## src/rtl/mem_loader_pkg.sv

```systemverilog
// Shared FSM encoding and default sizes for the operand-memory loader.
package mem_loader_pkg;

  localparam int unsigned DEF_DATA_W = 8;
  localparam int unsigned DEF_ADDR_W = 3;
  localparam int unsigned DEF_DEPTH  = 1 << DEF_ADDR_W;

  typedef enum logic [1:0] {
    IDLE  = 2'd0,
    LOAD  = 2'd1,
    FLUSH = 2'd2,
    DONE  = 2'd3
  } state_e;

endpackage

```

## src/rtl/mem_loader_csum.sv

```systemverilog
// Modular running sum of the words written by one load; cleared when a load starts.
module mem_loader_csum #(
  parameter int unsigned DATA_W = 8
) (
  input  logic              clk,
  input  logic              rst,
  input  logic              clear,
  input  logic              add_en,
  input  logic [DATA_W-1:0] add_data,
  output logic [DATA_W-1:0] sum
);

  logic [DATA_W-1:0] sum_q, sum_d;

  always_comb begin
    sum_d = sum_q;
    if (clear) begin
      sum_d = '0;
    end else if (add_en) begin
      sum_d = sum_q + add_data;
    end
  end

  always_ff @(posedge clk or negedge rst) begin
    if (!rst) begin
      sum_q <= '0;
    end else begin
      sum_q <= sum_d;
    end
  end

  assign sum = sum_q;

endmodule

```

## src/rtl/mem_loader.sv

```systemverilog
// Streams bytes into consecutive operand-memory words from a base address.
// Optional write checksum is built when MEM_LOADER_CHECKSUM_EN is defined.
module mem_loader
  import mem_loader_pkg::*;
#(
  parameter int unsigned DATA_W = DEF_DATA_W,
  parameter int unsigned ADDR_W = DEF_ADDR_W,
  parameter int unsigned DEPTH  = DEF_DEPTH
) (
  input  logic              clk,
  input  logic              rst,
  input  logic              start,
  input  logic [ADDR_W-1:0] base_addr,
  input  logic [ADDR_W:0]   count,
  input  logic [DATA_W-1:0] in_data,
  input  logic              in_valid,
  output logic              in_ready,
  output logic              mem_we,
  output logic [ADDR_W-1:0] mem_addr,
  output logic [DATA_W-1:0] mem_wdata,
  output logic              busy,
  output logic              done,
  output logic [DATA_W-1:0] checksum
);

  localparam int unsigned CNT_W = ADDR_W + 1;

  state_e            state_q, state_d;
  logic [ADDR_W-1:0] ptr_q, ptr_d;
  logic [CNT_W-1:0]  rem_q, rem_d;
  logic              in_ready_q, in_ready_d;
  logic              mem_we_q, mem_we_d;
  logic [ADDR_W-1:0] mem_addr_q, mem_addr_d;
  logic [DATA_W-1:0] mem_wdata_q, mem_wdata_d;
  logic              busy_q, busy_d;
  logic              done_q, done_d;
  logic              start_acc;
  logic              hs;

  // in_ready_q is high exactly while in LOAD
  assign start_acc = start && (state_q == IDLE);
  assign hs        = in_valid && in_ready_q;

  always_ff @(posedge clk or negedge rst) begin
    if (!rst) begin
      state_q <= IDLE;
    end else begin
      state_q <= state_d;
    end
  end

  always_comb begin
    state_d = state_q;
    unique case (state_q)
      IDLE:  if (start_acc) state_d = (count == '0) ? DONE : LOAD;
      LOAD:  if (hs && (rem_q == CNT_W'(1))) state_d = FLUSH;
      FLUSH: state_d = DONE;
      DONE:  state_d = IDLE;
      default: state_d = IDLE;
    endcase
  end

  // Pointer, remaining count, memory port and status outputs
  always_comb begin
    ptr_d       = ptr_q;
    rem_d       = rem_q;
    mem_we_d    = 1'b0;
    mem_addr_d  = mem_addr_q;
    mem_wdata_d = mem_wdata_q;
    if (start_acc) begin
      ptr_d = base_addr;
      rem_d = count;
    end else if (hs) begin
      mem_we_d    = 1'b1;
      mem_addr_d  = ptr_q;
      mem_wdata_d = in_data;
      ptr_d       = (ptr_q == ADDR_W'(DEPTH - 1)) ? '0 : ptr_q + ADDR_W'(1);
      rem_d       = rem_q - CNT_W'(1);
    end
    in_ready_d = (state_d == LOAD);
    busy_d     = (state_d != IDLE);
    done_d     = (state_d == DONE);
  end

  always_ff @(posedge clk or negedge rst) begin
    if (!rst) begin
      ptr_q       <= '0;
      rem_q       <= '0;
      in_ready_q  <= 1'b0;
      mem_we_q    <= 1'b0;
      mem_addr_q  <= '0;
      mem_wdata_q <= '0;
      busy_q      <= 1'b0;
      done_q      <= 1'b0;
    end else begin
      ptr_q       <= ptr_d;
      rem_q       <= rem_d;
      in_ready_q  <= in_ready_d;
      mem_we_q    <= mem_we_d;
      mem_addr_q  <= mem_addr_d;
      mem_wdata_q <= mem_wdata_d;
      busy_q      <= busy_d;
      done_q      <= done_d;
    end
  end

  assign in_ready  = in_ready_q;
  assign mem_we    = mem_we_q;
  assign mem_addr  = mem_addr_q;
  assign mem_wdata = mem_wdata_q;
  assign busy      = busy_q;
  assign done      = done_q;

`ifdef MEM_LOADER_CHECKSUM_EN
  mem_loader_csum #(
    .DATA_W(DATA_W)
  ) u_csum (
    .clk     (clk),
    .rst     (rst),
    .clear   (start_acc),
    .add_en  (hs),
    .add_data(in_data),
    .sum     (checksum)
  );
`else
  assign checksum = '0;
`endif

endmodule

```

## config.mk

```make
export PLATFORM = sky130hd
export DESIGN_NAME = mem_loader
export DESIGN_NICKNAME = d
export VERILOG_FILES = /design/src/rtl/mem_loader_pkg.sv /design/src/rtl/mem_loader_csum.sv /design/src/rtl/mem_loader.sv
export SDC_FILE = /design/constraint.sdc
export NUM_CORES = 1
export LEC_CHECK = 0
export CORE_MARGIN = 1.5
export CORE_UTILIZATION = 44
export CTS_CLUSTER_DIAMETER = 50
export DETAILED_ROUTE_END_ITERATION = 12
export PLACE_DENSITY = 0.79
export SYNTH_ARGS = -nofsm -noshare
export SYNTH_HDL_FRONTEND = slang
export SYNTH_HIERARCHICAL = 1
export SYNTH_SLANG_ARGS = --single-unit
```

## constraint.sdc

```tcl
create_clock -name clk -period 1.8 [get_ports clk]
set_clock_uncertainty 0.15 [all_clocks]
set_input_delay 0.27 -clock clk [delete_from_list [all_inputs] [get_ports clk]]
set_output_delay 0.27 -clock clk [all_outputs]
set_load 0.01 [all_outputs]
```

=== Word-level counts from Yosys, hierarchy flattened ===
Cells that the tools add are included.

* Output and inout bits: 23
* Register bits: 24
* Bits in read-only memories: 0
* Word-level logic and storage cells: 38
* Latch bits: 0
* Memories kept: 0
* Memory bits (writable): 0

* Bitwise gates (word level): 1
* Reduce and logical (&&, ||, !) cells: 8
* Order comparisons: 0
* Div/mod/pow operators: 0
* Mux-type cells: 11
* Multiply operators: 0
* Equality and inequality tests: 7
* Add/sub/neg operators: 2
* Shift operators: 0

{| class="wikitable"
|+ Operator list
! operator !! number
|-
| 2-to-1 mux 3 bit || 3
|-
| 2-to-1 mux 4 bit || 2
|-
| one-hot mux 2 bit (4 select lines) || 1
|-
| == test 2 bit, second input constant || 3
|-
| 2-to-1 mux 2 bit || 3
|-
| == test 2 x 1 -> 1 bit, second input constant || 2
|-
| == test 4 x 1 -> 1 bit, second input constant || 1
|-
| logical NOT 4 bit || 1
|-
| nonzero test 2 bit || 2
|-
| subtractor 4 x 1 -> 4 bit, second input constant || 1
|-
| adder 3 x 1 -> 3 bit, second input constant || 1
|-
| == test 3 bit, second input constant || 1
|-
| logical AND 1 bit || 3
|-
| logical NOT 2 bit || 1
|-
| 2-to-1 mux 1 bit || 2
|-
| AND reduction 2 bit || 1
|-
| NOT 1 bit || 1
|}

=== Longest topological paths before layout ===
* Depth in word-level cells: 5
* Mapped depth: 5
* Gate-level depth less buffers: 5

=== Worst setup path after synthesis ===
OpenSTA, ideal clock, no wires.

* Path kind: register to register
* Start point: register in_ready_q (netlist: in_ready)
* End point: register mem_addr_q[2] (netlist: mem_addr[2])
* Arrival: 1,296 ps
* Cell stages (with the launch flop): 5
* Period minus slack after synthesis: 1,571 ps
* Setup slack: 229 ps
* Data required time: 1,525 ps
* Cells stage by stage: dfrtp_1 -> nand2_1 -> nor2_2 -> buf_6 -> mux2_4

* Cells in the longest elaborated chain, start to end: 2

{| class="wikitable"
|+ Ends and longest elaborated chain
! element !! RTL line !! RTL
|-
| start, declared || mem_loader.sv:31 || <nowiki>logic in_ready_q, in_ready_d;</nowiki>
|-
| start signal, assigned || mem_loader.sv:98 || <nowiki>in_ready_q <= in_ready_d;</nowiki>
|-
| logical AND 1 bit || mem_loader.sv:42 || <nowiki>assign hs = in_valid && in_ready_q;</nowiki>
|-
| AND reduction 2 bit (no source line) || - ||
|-
| end signal, assigned || mem_loader.sv:100 || <nowiki>mem_addr_q <= mem_addr_d;</nowiki>
|-
| end, declared || mem_loader.sv:33 || <nowiki>logic [ADDR_W-1:0] mem_addr_q, mem_addr_d;</nowiki>
|}

No other way between the ends.
A chain may end at the register's enable or synchronous reset.

=== Worst setup path after layout ===
* Start point: register in_ready_q (netlist: in_ready)
* End point: output in_ready

{| class="wikitable"
|+ RTL lines
! element !! RTL line !! RTL
|-
| end, declared || mem_loader.sv:17 || <nowiki>output logic in_ready,</nowiki>
|}

No word-level cell between the ends.

==> flow_metrics.py <==
metrics = {
    "run_status": {
        "status": "finished, final reports clean",
    },
    "timing": {
        "hold_violations": 0,
        "rsz0062_at_grt": "no",
        "fin_crit_ns": 1.73,
        "finalSetupTns_ns": 0,
        "worst_hold_slack_ns": 0.152,
        "setup_violations": 0,
        "fmax_mhz": 578,
        "min_period_over_period_pct": 96.2,
        "slew_violations": 0,
    },
    "cts": {
        "clock_path_buffers": 2,
        "insertion_delay_ns": 0.31,
        "ctsHoldBuffers": 0,
        "clkTransAtPathRegs_ns": 0.13,
        "cts_buffers": 3,
        "cts_max_level": 1,
        "cts.sinks": 24,
        "cts_tree": "yes",
        "clockRootBuffer": "clkbuf_4",
    },
    "worst_setup_path": {
        "crit_path_start_kind": "flop",
        "critical_path.max_fanout": 6,
        "critical_path_buf_inv_count": 1,
        "path_cells": "clkdlybuf4s50_1",
        "crit_family": "buffers and inverters",
        "worstReg2RegStart": "state_q[1]$_DFF_PN0_",
        "crit_cells": 1,
        "critPathLaunch": "in_ready$_DFF_PN0_",
        "end_kind": "primary output",
        "r2r-end": "rem_q[3]$_DFFE_PN0P_",
        "crit_end": "in_ready",
        "crit_type": "reg2out",
        "cpMaxStageDelayCell": "clkdlybuf4s50_1",
        "crit_required_ns": 1.38,
        "cp.arrival_ns": 1.31,
        "worstRegToRegCells": 4,
        "max_stage_delay_ns": 0.57,
        "r2r_setup_slack_ns": 0.24,
    },
    "detailed_routing": {
        "drt_first_pass_iters": 4,
        "drt_first_iter_violations": 9,
        "wl_per_cell_um": 13.7,
        "wirelength_mm": 2.30,
        "vias_per_cell": 4.96,
        "drc_errors": 0,
        "postRouteAntennaNets": 0,
        "dr_total_vias": 833,
    },
    "pwr": {
        "peakVddDrop_mv": 0.993,
        "power.internal_mw": 1.76,
        "switching_share_pct": 31.9,
        "p_per_area_nw_per_um2": 1600,
        "clkPwrFrac_pct": 14.9,
        "power_frac_seq_pct": 37.3,
        "combPwrFrac_pct": 47.8,
        "power.switching_uw": 823,
        "power.total_mw": 2.58,
        "p_leak_nw": 0.749,
    },
    "logic_synthesis": {
        "synth.cell_area_um2": 1190,
        "synthSimpleGateAreaFrac_pct": 11.4,
        "muxShareOfSynthArea_pct": 15.8,
        "ys_seq_area_share_pct": 50.6,
        "synth_edf_count": 0,
        "synth_compound_area_share_pct": 8.01,
        "synth-seq-cells": 24,
        "synthCells": 98,
        "yosysWarnings": 6,
        "synthFlopType": "dfrtp_1",
        "synth_xor_area_share_pct": 1.48,
        "synth_adder_area_share_pct": 4.21,
        "syn_area_per_cell_um2": 12.1,
        "synth_top_family_by_area": "multiplexers",
        "synthArstFlopShare_pct": 100,
        "ys_types": 32,
    },
    "global_routing": {
        "overflow": 0,
        "grt_first_pass_wirelength_mm": 3.57,
        "grt_pass1_vias": 839,
        "grt_max_degree": 25,
        "antenna_found_initial": 0,
        "grt.total_usage_pct": 17.2,
    },
    "cells_and_area": {
        "nNetsFinal": 162,
        "diodes": 0,
        "final_common_cell": "clkdlybuf4s50_1",
        "area_delta_synth_final_pct": 35.9,
        "drive_gt1_share_pct": 18.1,
        "layout_common_cells": "clkdlybuf4s50_1, dfrtp_1, mux2_4",
        "stdcell_count": 168,
    },
    "floorplanning": {
        "die_h_um": 55.0,
        "start_util_pct": 47.1,
        "die_w_um": 55.0,
        "pin_count": 42,
        "core_area_um2": 2520,
        "rows": 18,
        "die_area_um2": 3020,
    },
    "place": {
        "dpl.hpwl_mm": 1.74,
        "port_buffers": 33,
        "gp_congestion": 0.813,
        "place_inst": 164,
    },
    "run": {
        "drv_cap": 0,
    },
    "worst_hold_path": {
        "hold_class": "in2async",
    },
}
sequential cells by signal, indices dropped and copies added, names as in the netlist:
signal,flops
mem_addr,3
rem_q,4
ptr_q,3
mem_we,1
mem_wdata,8
done,1
busy,1
state_q,2
in_ready,1
cells in the mapped netlist (2+ instances only):
library cell   n  area (um2)
dfrtp_1       24         601
mux2_4         9         135
buf_4          8        60.1
nand2_1        8        30.0
o21ai_0        5        25.0
ha_1           4        50.1
nor2_1         4        15.0
a21oi_1        3        15.0
inv_1          3        11.3
mux2i_1        3        30.0
a211o_1        2        17.5
buf_6          2        22.5
mux2_2         2        22.5
nand2b_1       2        12.5
nand3_1        2        10.0
area by class of cell:
type	count	area, um2
tap	30	37.5
sequential	24	602
multi-input combinational	67	515
fill	212	908
inverter	3	11.3
clock inverter	1	30.0
timing repair buffer	40	395
clock buffer	3	22.5
worst min-delay path by stage:
stage	end	slack, ns	from
final	mem_wdata[4]$_DFFE_PN0P_	0.15	rst
after global routing	mem_addr[2]$_DFFE_PN0P_	0.18	rst
after CTS	mem_wdata[4]$_DFFE_PN0P_	0.15	rst
after detailed placement	mem_wdata[0]$_DFFE_PN0P_	0.35	mem_wdata[0]$_DFFE_PN0P_
after global placement	mem_wdata[1]$_DFFE_PN0P_	0.34	mem_wdata[1]$_DFFE_PN0P_
after floorplan	busy$_DFF_PN0_	-0.18	rst
logic make-up after synthesis:
group	Yosys count
adders and majority gates	4
other	1
muxes	14
buffers and inverters	14
AOI/OAI and AO/OA	15
xor gates and xnor gates	2
and+or+nand+nor	24
DFF	24
through the flow:
stage                     instance area, um2  utilization (%)  setup slack [ns]
after floorplan                         1210                -             0.229
after global placement                  1560             61.9            0.0257
after detailed placement                1560             61.9           -0.0243
after CTS                               1610             63.9            0.0202
after global routing                    1610             64.0            0.0255
final                                   1610             64.0            0.0689
power groups by stage:
stage	registers (mW)	logic [mW]	clock network, mW
2_1_floorplan	1.02	0.659	0
3_5_place_dp	0.978	1.24	0
5_1_grt	1.00	1.35	0.411
4_1_cts	0.965	1.25	0.400
6_report	0.964	1.23	0.384
3_3_place_gp	0.957	1.19	0
per-layer routing:
layer	part of all wire, %	up-vias	GRT usage, %	wire length (um)
met2	50	30	30.8	1140
met4	2.1	0	9.76	49
li1	-	400	-	-
met3	5.0	4	2.42	116
met5	0	-	0	0
met1	43	399	19.4	996
timing repair:
action | CTS | global route
gates resized for setup | 0 | 1
setup endpoints to repair | 0 | 1
buffers inserted | 0 | 0
Power figures use the tool's default switching activity.
